===== src/rtl/usb_dpdm_tx.sv =====
// usb_dpdm_tx: USB LS/FS line transmitter. Buffers NRZI bits, emits SYNC, data and EOP on DP/DM.
// Optional feature: define USB_DPDM_TX_IDLE_DRIVE_EN to drive J with oe=1 while idle.
module usb_dpdm_tx #(
  parameter int SYNC_BITS      = 8,
  parameter int FIFO_DEPTH     = 16,
  parameter int EOP_SE0_CYCLES = 2
) (
  input  logic clock,
  input  logic reset,
  input  logic in_bit,
  input  logic in_valid,
  input  logic in_last,
  output logic in_ready,
  output logic dp,
  output logic dm,
  output logic oe,
  output logic busy,
  output logic out_done,
  output logic underflow
);
  localparam int PW = (FIFO_DEPTH > 1) ? $clog2(FIFO_DEPTH) : 1;
  localparam int CW = $clog2(FIFO_DEPTH + 1);
  localparam int SW = (SYNC_BITS > 1) ? $clog2(SYNC_BITS) : 1;
  localparam int EW = (EOP_SE0_CYCLES > 1) ? $clog2(EOP_SE0_CYCLES) : 1;
  localparam logic [PW-1:0] PTR_LAST  = PW'(FIFO_DEPTH - 1);
  localparam logic [CW-1:0] CNT_FULL  = CW'(FIFO_DEPTH);
  localparam logic [SW-1:0] SYNC_LAST = SW'(SYNC_BITS - 1);
  localparam logic [EW-1:0] EOP_LAST  = EW'(EOP_SE0_CYCLES - 1);

`ifdef USB_DPDM_TX_IDLE_DRIVE_EN
  localparam logic IDLE_OE = 1'b1;
  localparam logic IDLE_DP = 1'b1;
`else
  localparam logic IDLE_OE = 1'b0;
  localparam logic IDLE_DP = 1'b0;
`endif

  typedef enum logic [2:0] {
    S_IDLE,
    S_SYNC,
    S_DATA,
    S_EOP_SE0,
    S_EOP_J
  } state_t;

  state_t        state_q, state_d;
  logic [SW-1:0] sync_cnt_q, sync_cnt_d;
  logic [EW-1:0] eop_cnt_q, eop_cnt_d;
  logic          aborted_q, aborted_d;
  logic          last_seen_q, last_seen_d;
  logic [PW-1:0] wr_ptr_q, wr_ptr_d;
  logic [PW-1:0] rd_ptr_q, rd_ptr_d;
  logic [CW-1:0] count_q, count_d;
  logic          dp_q, dp_d;
  logic          dm_q, dm_d;
  logic          oe_q, oe_d;
  logic          busy_q, busy_d;
  logic          done_q, done_d;
  logic          unf_q, unf_d;

  logic          mem_bit  [FIFO_DEPTH];
  logic          mem_last [FIFO_DEPTH];

  logic          push, pop, fifo_empty, fifo_full;
  logic          next_head, sync_is_k;

  function automatic logic [PW-1:0] ptr_inc(input logic [PW-1:0] p);
    return (p == PTR_LAST) ? '0 : p + PW'(1);
  endfunction

  // Handshake and FIFO bookkeeping; a pop in DATA frees a slot in the same cycle.
  always_comb begin
    fifo_empty = (count_q == '0);
    fifo_full  = (count_q == CNT_FULL);
    pop        = (state_q == S_DATA) && !fifo_empty;
    in_ready   = 1'b0;
    case (state_q)
      S_IDLE:         in_ready = 1'b1;
      S_SYNC, S_DATA: in_ready = (!fifo_full || pop) && !last_seen_q;
      default:        in_ready = 1'b0;
    endcase
    push     = in_valid && in_ready;
    count_d  = count_q + CW'(push) - CW'(pop);
    rd_ptr_d = pop  ? ptr_inc(rd_ptr_q) : rd_ptr_q;
    wr_ptr_d = push ? ptr_inc(wr_ptr_q) : wr_ptr_q;
    // Outputs are registered one cycle ahead, so look at the head as it will be after this edge.
    if (push && (count_q == CW'(pop))) begin
      next_head = in_bit;
    end else begin
      next_head = mem_bit[rd_ptr_d];
    end
  end

  always_comb begin
    state_d     = state_q;
    sync_cnt_d  = sync_cnt_q;
    eop_cnt_d   = eop_cnt_q;
    aborted_d   = aborted_q;
    last_seen_d = last_seen_q || (push && in_last);
    case (state_q)
      S_IDLE: begin
        if (push) begin
          state_d    = S_SYNC;
          sync_cnt_d = '0;
        end
      end
      S_SYNC: begin
        if (sync_cnt_q == SYNC_LAST) begin
          state_d = S_DATA;
        end else begin
          sync_cnt_d = sync_cnt_q + SW'(1);
        end
      end
      S_DATA: begin
        if (fifo_empty) begin
          state_d   = S_EOP_SE0;
          eop_cnt_d = '0;
          aborted_d = 1'b1;
        end else if (mem_last[rd_ptr_q]) begin
          state_d   = S_EOP_SE0;
          eop_cnt_d = '0;
        end
      end
      S_EOP_SE0: begin
        if (eop_cnt_q == EOP_LAST) begin
          state_d = S_EOP_J;
        end else begin
          eop_cnt_d = eop_cnt_q + EW'(1);
        end
      end
      S_EOP_J: begin
        state_d     = S_IDLE;
        aborted_d   = 1'b0;
        last_seen_d = 1'b0;
      end
      default: state_d = S_IDLE;
    endcase
  end

  always_comb begin
    sync_is_k = !sync_cnt_d[0] || (sync_cnt_d == SYNC_LAST);
    oe_d      = 1'b1;
    dp_d      = 1'b0;
    dm_d      = 1'b0;
    done_d    = 1'b0;
    unf_d     = 1'b0;
    busy_d    = (state_d != S_IDLE);
    case (state_d)
      S_IDLE: begin
        oe_d = IDLE_OE;
        dp_d = IDLE_DP;
      end
      S_SYNC: begin
        dp_d = !sync_is_k;
        dm_d = sync_is_k;
      end
      S_DATA: begin
        if (count_d == '0) begin
          unf_d = 1'b1;
        end else begin
          dp_d = next_head;
          dm_d = !next_head;
        end
      end
      S_EOP_J: begin
        dp_d   = 1'b1;
        done_d = !aborted_d;
      end
      default: begin
        dp_d = 1'b0;
        dm_d = 1'b0;
      end
    endcase
  end

  always_ff @(posedge clock) begin
    if (push && !reset) begin
      mem_bit[wr_ptr_q]  <= in_bit;
      mem_last[wr_ptr_q] <= in_last;
    end
  end

  always_ff @(posedge clock) begin
    if (reset) begin
      state_q     <= S_IDLE;
      sync_cnt_q  <= '0;
      eop_cnt_q   <= '0;
      aborted_q   <= 1'b0;
      last_seen_q <= 1'b0;
      wr_ptr_q    <= '0;
      rd_ptr_q    <= '0;
      count_q     <= '0;
      dp_q        <= IDLE_DP;
      dm_q        <= 1'b0;
      oe_q        <= IDLE_OE;
      busy_q      <= 1'b0;
      done_q      <= 1'b0;
      unf_q       <= 1'b0;
    end else begin
      state_q     <= state_d;
      sync_cnt_q  <= sync_cnt_d;
      eop_cnt_q   <= eop_cnt_d;
      aborted_q   <= aborted_d;
      last_seen_q <= last_seen_d;
      wr_ptr_q    <= wr_ptr_d;
      rd_ptr_q    <= rd_ptr_d;
      count_q     <= count_d;
      dp_q        <= dp_d;
      dm_q        <= dm_d;
      oe_q        <= oe_d;
      busy_q      <= busy_d;
      done_q      <= done_d;
      unf_q       <= unf_d;
    end
  end

  assign dp        = dp_q;
  assign dm        = dm_q;
  assign oe        = oe_q;
  assign busy      = busy_q;
  assign out_done  = done_q;
  assign underflow = unf_q;

endmodule

===== config.mk =====
export PLATFORM = sky130hd
export DESIGN_NAME = usb_dpdm_tx
export DESIGN_NICKNAME = d
export VERILOG_FILES = /design/src/rtl/usb_dpdm_tx.sv
export SDC_FILE = /design/constraint.sdc
export NUM_CORES = 1
export LEC_CHECK = 0
export CELL_PAD_IN_SITES_DETAIL_PLACEMENT = 1
export CELL_PAD_IN_SITES_GLOBAL_PLACEMENT = 2
export CORE_MARGIN = 2
export CORE_UTILIZATION = 43
export DETAILED_ROUTE_END_ITERATION = 12
export GPL_TIMING_DRIVEN = 0
export HOLD_SLACK_MARGIN = 0.15
export PLACE_DENSITY_LB_ADDON = 0.3
export SLEW_MARGIN = 20
export SYNTH_ARGS = -nofsm -noshare
export SYNTH_HDL_FRONTEND = slang
export SYNTH_SLANG_ARGS = --single-unit

===== constraint.sdc =====
create_clock -name clock -period 8.65 [get_ports clock]
set_input_delay 2.595 -clock clock [delete_from_list [all_inputs] [get_ports clock]]
set_output_delay 2.595 -clock clock [all_outputs]
set_load 0.01 [all_outputs]

# After elaboration in Yosys (flattened, before gate mapping)
# Memories as Yosys holds them, arrays and structs flattened. A register that Yosys moved wholly into a read port is not among the register bits.
# Cells that the tools add are included.
# word_totals
ramBits,32
memories,2
inputBits,5
output_inout_bits,7
regBits,28
# memory_table
memory,depth,word_bits,read_ports,rd_clocked_by_memory_dff,wr,line,source
mem_bit,16,1,1,0,1,61,logic mem_bit [FIFO_DEPTH];
mem_last,16,1,1,1,1,62,logic mem_last [FIFO_DEPTH];
# classes
n_eq_ne,14
bitwise,2
mux,29
n_reduce_logical,28
n_addsub,6
# ops
cell,n
3-bit 2-to-1 mux,7
4-bit 2-to-1 mux,4
"3-bit equality test, second input constant",4
3-bit case mux with 4 select lines,1
1-bit 2-to-1 mux,11
5-bit logical NOT,2
"3-bit by 2-bit equality test with 1-bit output, second input constant",3
"4-bit by 1-bit adder with 4-bit output, second input constant",2
"4-bit equality test, second input constant",2
1-bit logical NOT,8
1-bit case mux with 2 select lines,4
2-bit OR reduction,4
"3-bit by 1-bit equality test with 1-bit output, second input constant",2
1-bit logical AND,6
3-bit logical NOT,2
3-bit case mux with 2 select lines,1
5-bit by 1-bit adder with 5-bit output,1
5-bit by 1-bit equality test with 1-bit output,1
"5-bit equality test, second input constant",1
5-bit by 1-bit subtractor with 5-bit output,1
"3-bit by 1-bit adder with 3-bit output, second input constant",1
1-bit logical OR,3
"3-bit by 2-bit inequality test with 1-bit output, second input constant",1
1-bit case mux with 3 select lines,1
5 further kinds,6

# Logic depth before layout (Yosys ltp)
# depth
ltp_word,13
ltp_mapped,18
depth_no_buf,18

# Worst setup path before layout
# Ideal clock, no wire load.
# synth_timing
path_kind,input -> register
from,input in_valid
to,"register dp_q, in the netlist dp"
required_ns,8.588
stages,14
arrival_time_ns,5.230
setup_slack_ns,3.359
path_cell_list,nand2b_1 nor2_1 inv_2 ha_1 inv_1 ha_1 fa_1 a21oi_1 o21bai_1 xnor2_1 and3_1 or4_1 o22ai_1 a311o_1
# synth_between
elab_chain_cells,7
elab_cells_between_ends,19
cone_classes,add/sub: 2; eq/ne: 4; mux: 7; reduce/logical: 6
# synth_rtl
item,line,source
"start, declared",11,"input logic in_valid,"
1-bit logical AND (*),82,push = in_valid && in_ready;
branches (longest 5 deep; another with 5-bit by 1-bit adder with 5-bit output),n/a,
1-bit case mux with 3 select lines (*),148,case (state_d)
"end signal, assigned",208,dp_q <= dp_d;
"end, declared",54,"logic dp_q, dp_d;"
# Mark *: on every way between the ends.
# A chain may end at the register's enable or synchronous reset.

# Worst setup path in the final report
# Ends and elaborated chain as after synthesis.

==> key figures <==
Clock network
  • Clock slew at reported path FFs: 70 ps
  • Worst-skew pair later-pin latency: approximately 340 ps
  • CTS tree: yes
  • Max clock buf depth: 2
  • Hold_buf cts: 0
  • H-tree levels: 3
  • TritonCTS Buffers: 9
  • CTS resizes: 0
  • CTS sink cnt: 59
  • Post-CTS setup buffers: 0
  • Clk Tree Root Cell: clkbuf_8

Global routing
  • Vias in the first global route: 2189
  • Total gr overflow: 0
  • Largest net degree at the start of global routing: 19
  • First-pass GRT wire length: between 10000 and 15000 um
  • Total Routing Usage GR: slightly above 20%
  • Initial antenna violation count: 0

Place
  • Pre-CTS setup slack: 2271 ps
  • IO buf count: 10
  • DP Wirelength: 5057 um
  • RD Place Congestion: roughly 0.83

Power
  • Total power draw: roughly 0.67 mW
  • Sw power: 0.1889 mW
  • Power per cell area: 202.4 nW/um^2
  • Register share of total power: approximately 47%
  • Int Power: roughly 0.48 mW
  • Sw Ratio: 28.13%
  • Lkg Pwr: 1.140 nW
  • Clk pwr share: 36.6%
  • Combinational share of power: around 17%
  • Maximum vdd drop: 99.98 uV

Timing
  • Worst Setup Slack, final: 2617 ps
  • Sum Neg Setup Slack: 0 ps
  • Min Tclk post-route: a little over 6000 ps
  • Worst slew pin tran: 950.2 ps
  • Achievable frequency: roughly 170 MHz
  • Hold Fails Final Rpt: 0
  • Worst slew margin: 36.50%
  • Final setup viols: 0
  • Final slew viol count: 0
  • Final Cycle Share: 69.74%
  • RSZ-0062 raised after global routing: no
  • Clock skew: 7.747 ps

Drt
  • First-pass iteration count of the detailed router: 4
  • Routed len/inst: 18.47 um
  • Vias/cell: 5.617
  • ANT nets after route: 0
  • Via count: between 2000 and 2500
  • DR DRC count: 0
  • First DRT Iteration DRCs: 86
  • Drt total wl: around 7000 um

Status
  • Status: completed

Floorplan
  • Die Y: slightly below 90 um
  • Width of the die: 86.50 um
  • Initial Util: 43.80%
  • Die ar.: roughly 7500 sq um
  • I/O pin count: 12
  • Core region area: 6681 sq um
  • Row Count: 30

Finish
  • Post-layout nets: around 310
  • Diode count: 0
  • Filler cells: 738
  • Share of cells above drive strength 1: 10.70%
  • Area grow syn2layout: 13.38%

Logic synthesis
  • Synth area leaders: edfxtp_1 33%, dfxtp_1 18%, ha_1 5.1%
  • Compound-Gate Fraction of Synth Area: a little over an eighth
  • EDFF count, synth: 32
  • Yosys warnings: 0
  • Count leader, synth: nor2_1
  • Post-synthesis xor/xnor area fraction: 2.394%
  • Mean post-synth cell area: about 11 sq um
  • Cells after Synth: 273
  • Synth cell count leaders: 34 x nor2_1, 32 x edfxtp_1, 27 x dfxtp_1
  • Main combinational cell family by area after synthesis: simple AND/OR/NAND/NOR gates
  • FF+latch count, synth: 59
  • Post-Synth Simple-Gate Area: 18.68%
  • Post-synthesis adder-cell area fraction: 6.156%
  • Share of the synthesized area in the top cell type: between 30% and 40%
  • Dominant cell type by area after synthesis: edfxtp_1
  • Ys async rst share: 0%
  • Synth unique cells: 55
  • Post-Synthesis Cell Area: approximately 2900 sq um
  • Synth Net Count: 291
  • Register area share after synthesis: about half
  • Mux contribution to synthesized area: about 4.6%
  • Top_reg_cell synth: edfxtp_1

Critical path
  • Critical Path End Type: flop
  • Setup Crit Path Kind: primary input to flop
  • Startpoint types: primary input
  • Crit path DAT: 6310 ps
  • Crit-path max FO: 8
  • RR Startpoint: count_q[3]$_SDFF_PP0_
  • Setup crit start: in_valid
  • CP Data Required Time: between 8000 and 9000 ps

Min path
  • Hold crit path type: flop to flop
  • Worst Hold Launch: aborted_q$_SDFF_PP0_

Flow run
  • Max-cap violation count: 0
worst max-delay path, stage by stage:
cell	delay, ps
clkdlybuf4s50_1	530
nand2b_1	100
nor2_1	540
inv_2	130
ha_1	310
inv_1	40
ha_1	200
fa_1	400
a21oi_1	170
o21bai_1	90
xnor2_1	140
and3_1	210
or4_1	530
o22ai_1	180
a311o_1	140
registers in the layout, summed over array words and instances, names as in the netlist:
name and flops:
mem_bit 16, oe 1, aborted_q 1, last_seen_q 1, count_q 5, dm 1
sync_cnt_q 3, wr_ptr_q 4, out_done 1, underflow 1, eop_cnt_q 1, mem_last 16
rd_ptr_q 4, state_q 3, dp 1
routing by layer:
metal / vias to the layer above / global-route usage, % / wire, um
met1: 1034 / 28.58 / 3326
li1: 1057 / - / -
met4: 0 / 8.665 / 146
met5: - / 0 / 0
met3: 11 / 4.286 / 182
met2: 27 / 31.54 / 3345
cells by family after synthesis:
| logic type | count (synthesis) |
|---|---|
| AOI/OAI and AO/OA | 57 |
| xor gates and xnor gates | 8 |
| adders and majority gates | 14 |
| buffers and inverters | 23 |
| DFF | 59 |
| muxes | 7 |
| and+or+nand+nor | 105 |
final cells by class:
cell class	instances	area (sq um)	share of cell area, %
Timing Repair Buffer	10	100.1	3.017
Inverter	12	45.04	1.357
Tap cell	80	100.1	3.017
Buffer	11	52.55	1.584
Sequential cell	59	1501	45.25
Clock buffer	9	123.9	3.733
Clock inverter	7	67.56	2.036
Multi-Input combinational cell	191	1328	40.01
metrics by stage:
step | cell area (sq um) | hold slack, ps | util (%) | cells
CTS | 3318 | 500.1 | 49.66 | 379
floorplan | 2927 | 453.9 | - | 273
finish | 3318 | 502.1 | 49.66 | 379
detailed placement | 3127 | 483.0 | 46.80 | 363
global route | 3318 | 528.2 | 49.66 | 379
global placement | 3127 | 478.1 | 46.80 | 363
cell usage in the layout, fill, tap and decap left out, types with 2 or more instances in the layout:
cell type and n:
clkinv_2 2, a21oi_1 15, o31a_1 2, o2111ai_1 2, a22oi_1 5, and3_1 6
inv_2 3, edfxtp_1 32, nand3_1 16, clkinvlp_4 2, a211oi_1 2, xor2_1 3
nand2b_1 5, o21ai_0 5, nor4_1 3, inv_1 9, clkdlybuf4s50_1 10, a211o_1 2
nor2b_1 6, mux4_2 5, a31oi_1 2, xnor2_1 5, dfxtp_1 27, o211ai_1 2
o21ai_1 7, nor4bb_1 2, a21o_1 2, o22ai_1 3, or4b_1 2, clkbuf_8 9
nor2_1 34, nand2_1 17, or3_1 3, or4_1 2, clkbuf_1 9, ha_1 12
path summary, 6_finish.rpt:
check	cells after the start	end	slack, ps
min reg2reg	2	aborted_q$_SDFF_PP0_	500
max	15	dp$_SDFF_PP0_	2620
min	2	aborted_q$_SDFF_PP0_	500
max reg2reg	18	dp$_SDFF_PP0_	4460
power groups by stage:
stage / Combinational, mW / Clock [mW] / Sequential, mW
after floorplan: 0.0801 / 0 / 0.319
after global placement: 0.108 / 0 / 0.320
after detailed placement: 0.111 / 0 / 0.321
after CTS: 0.112 / 0.252 / 0.314
after global routing: 0.124 / 0.261 / 0.316
final: 0.111 / 0.246 / 0.314
(Power assumes the default switching activity.)
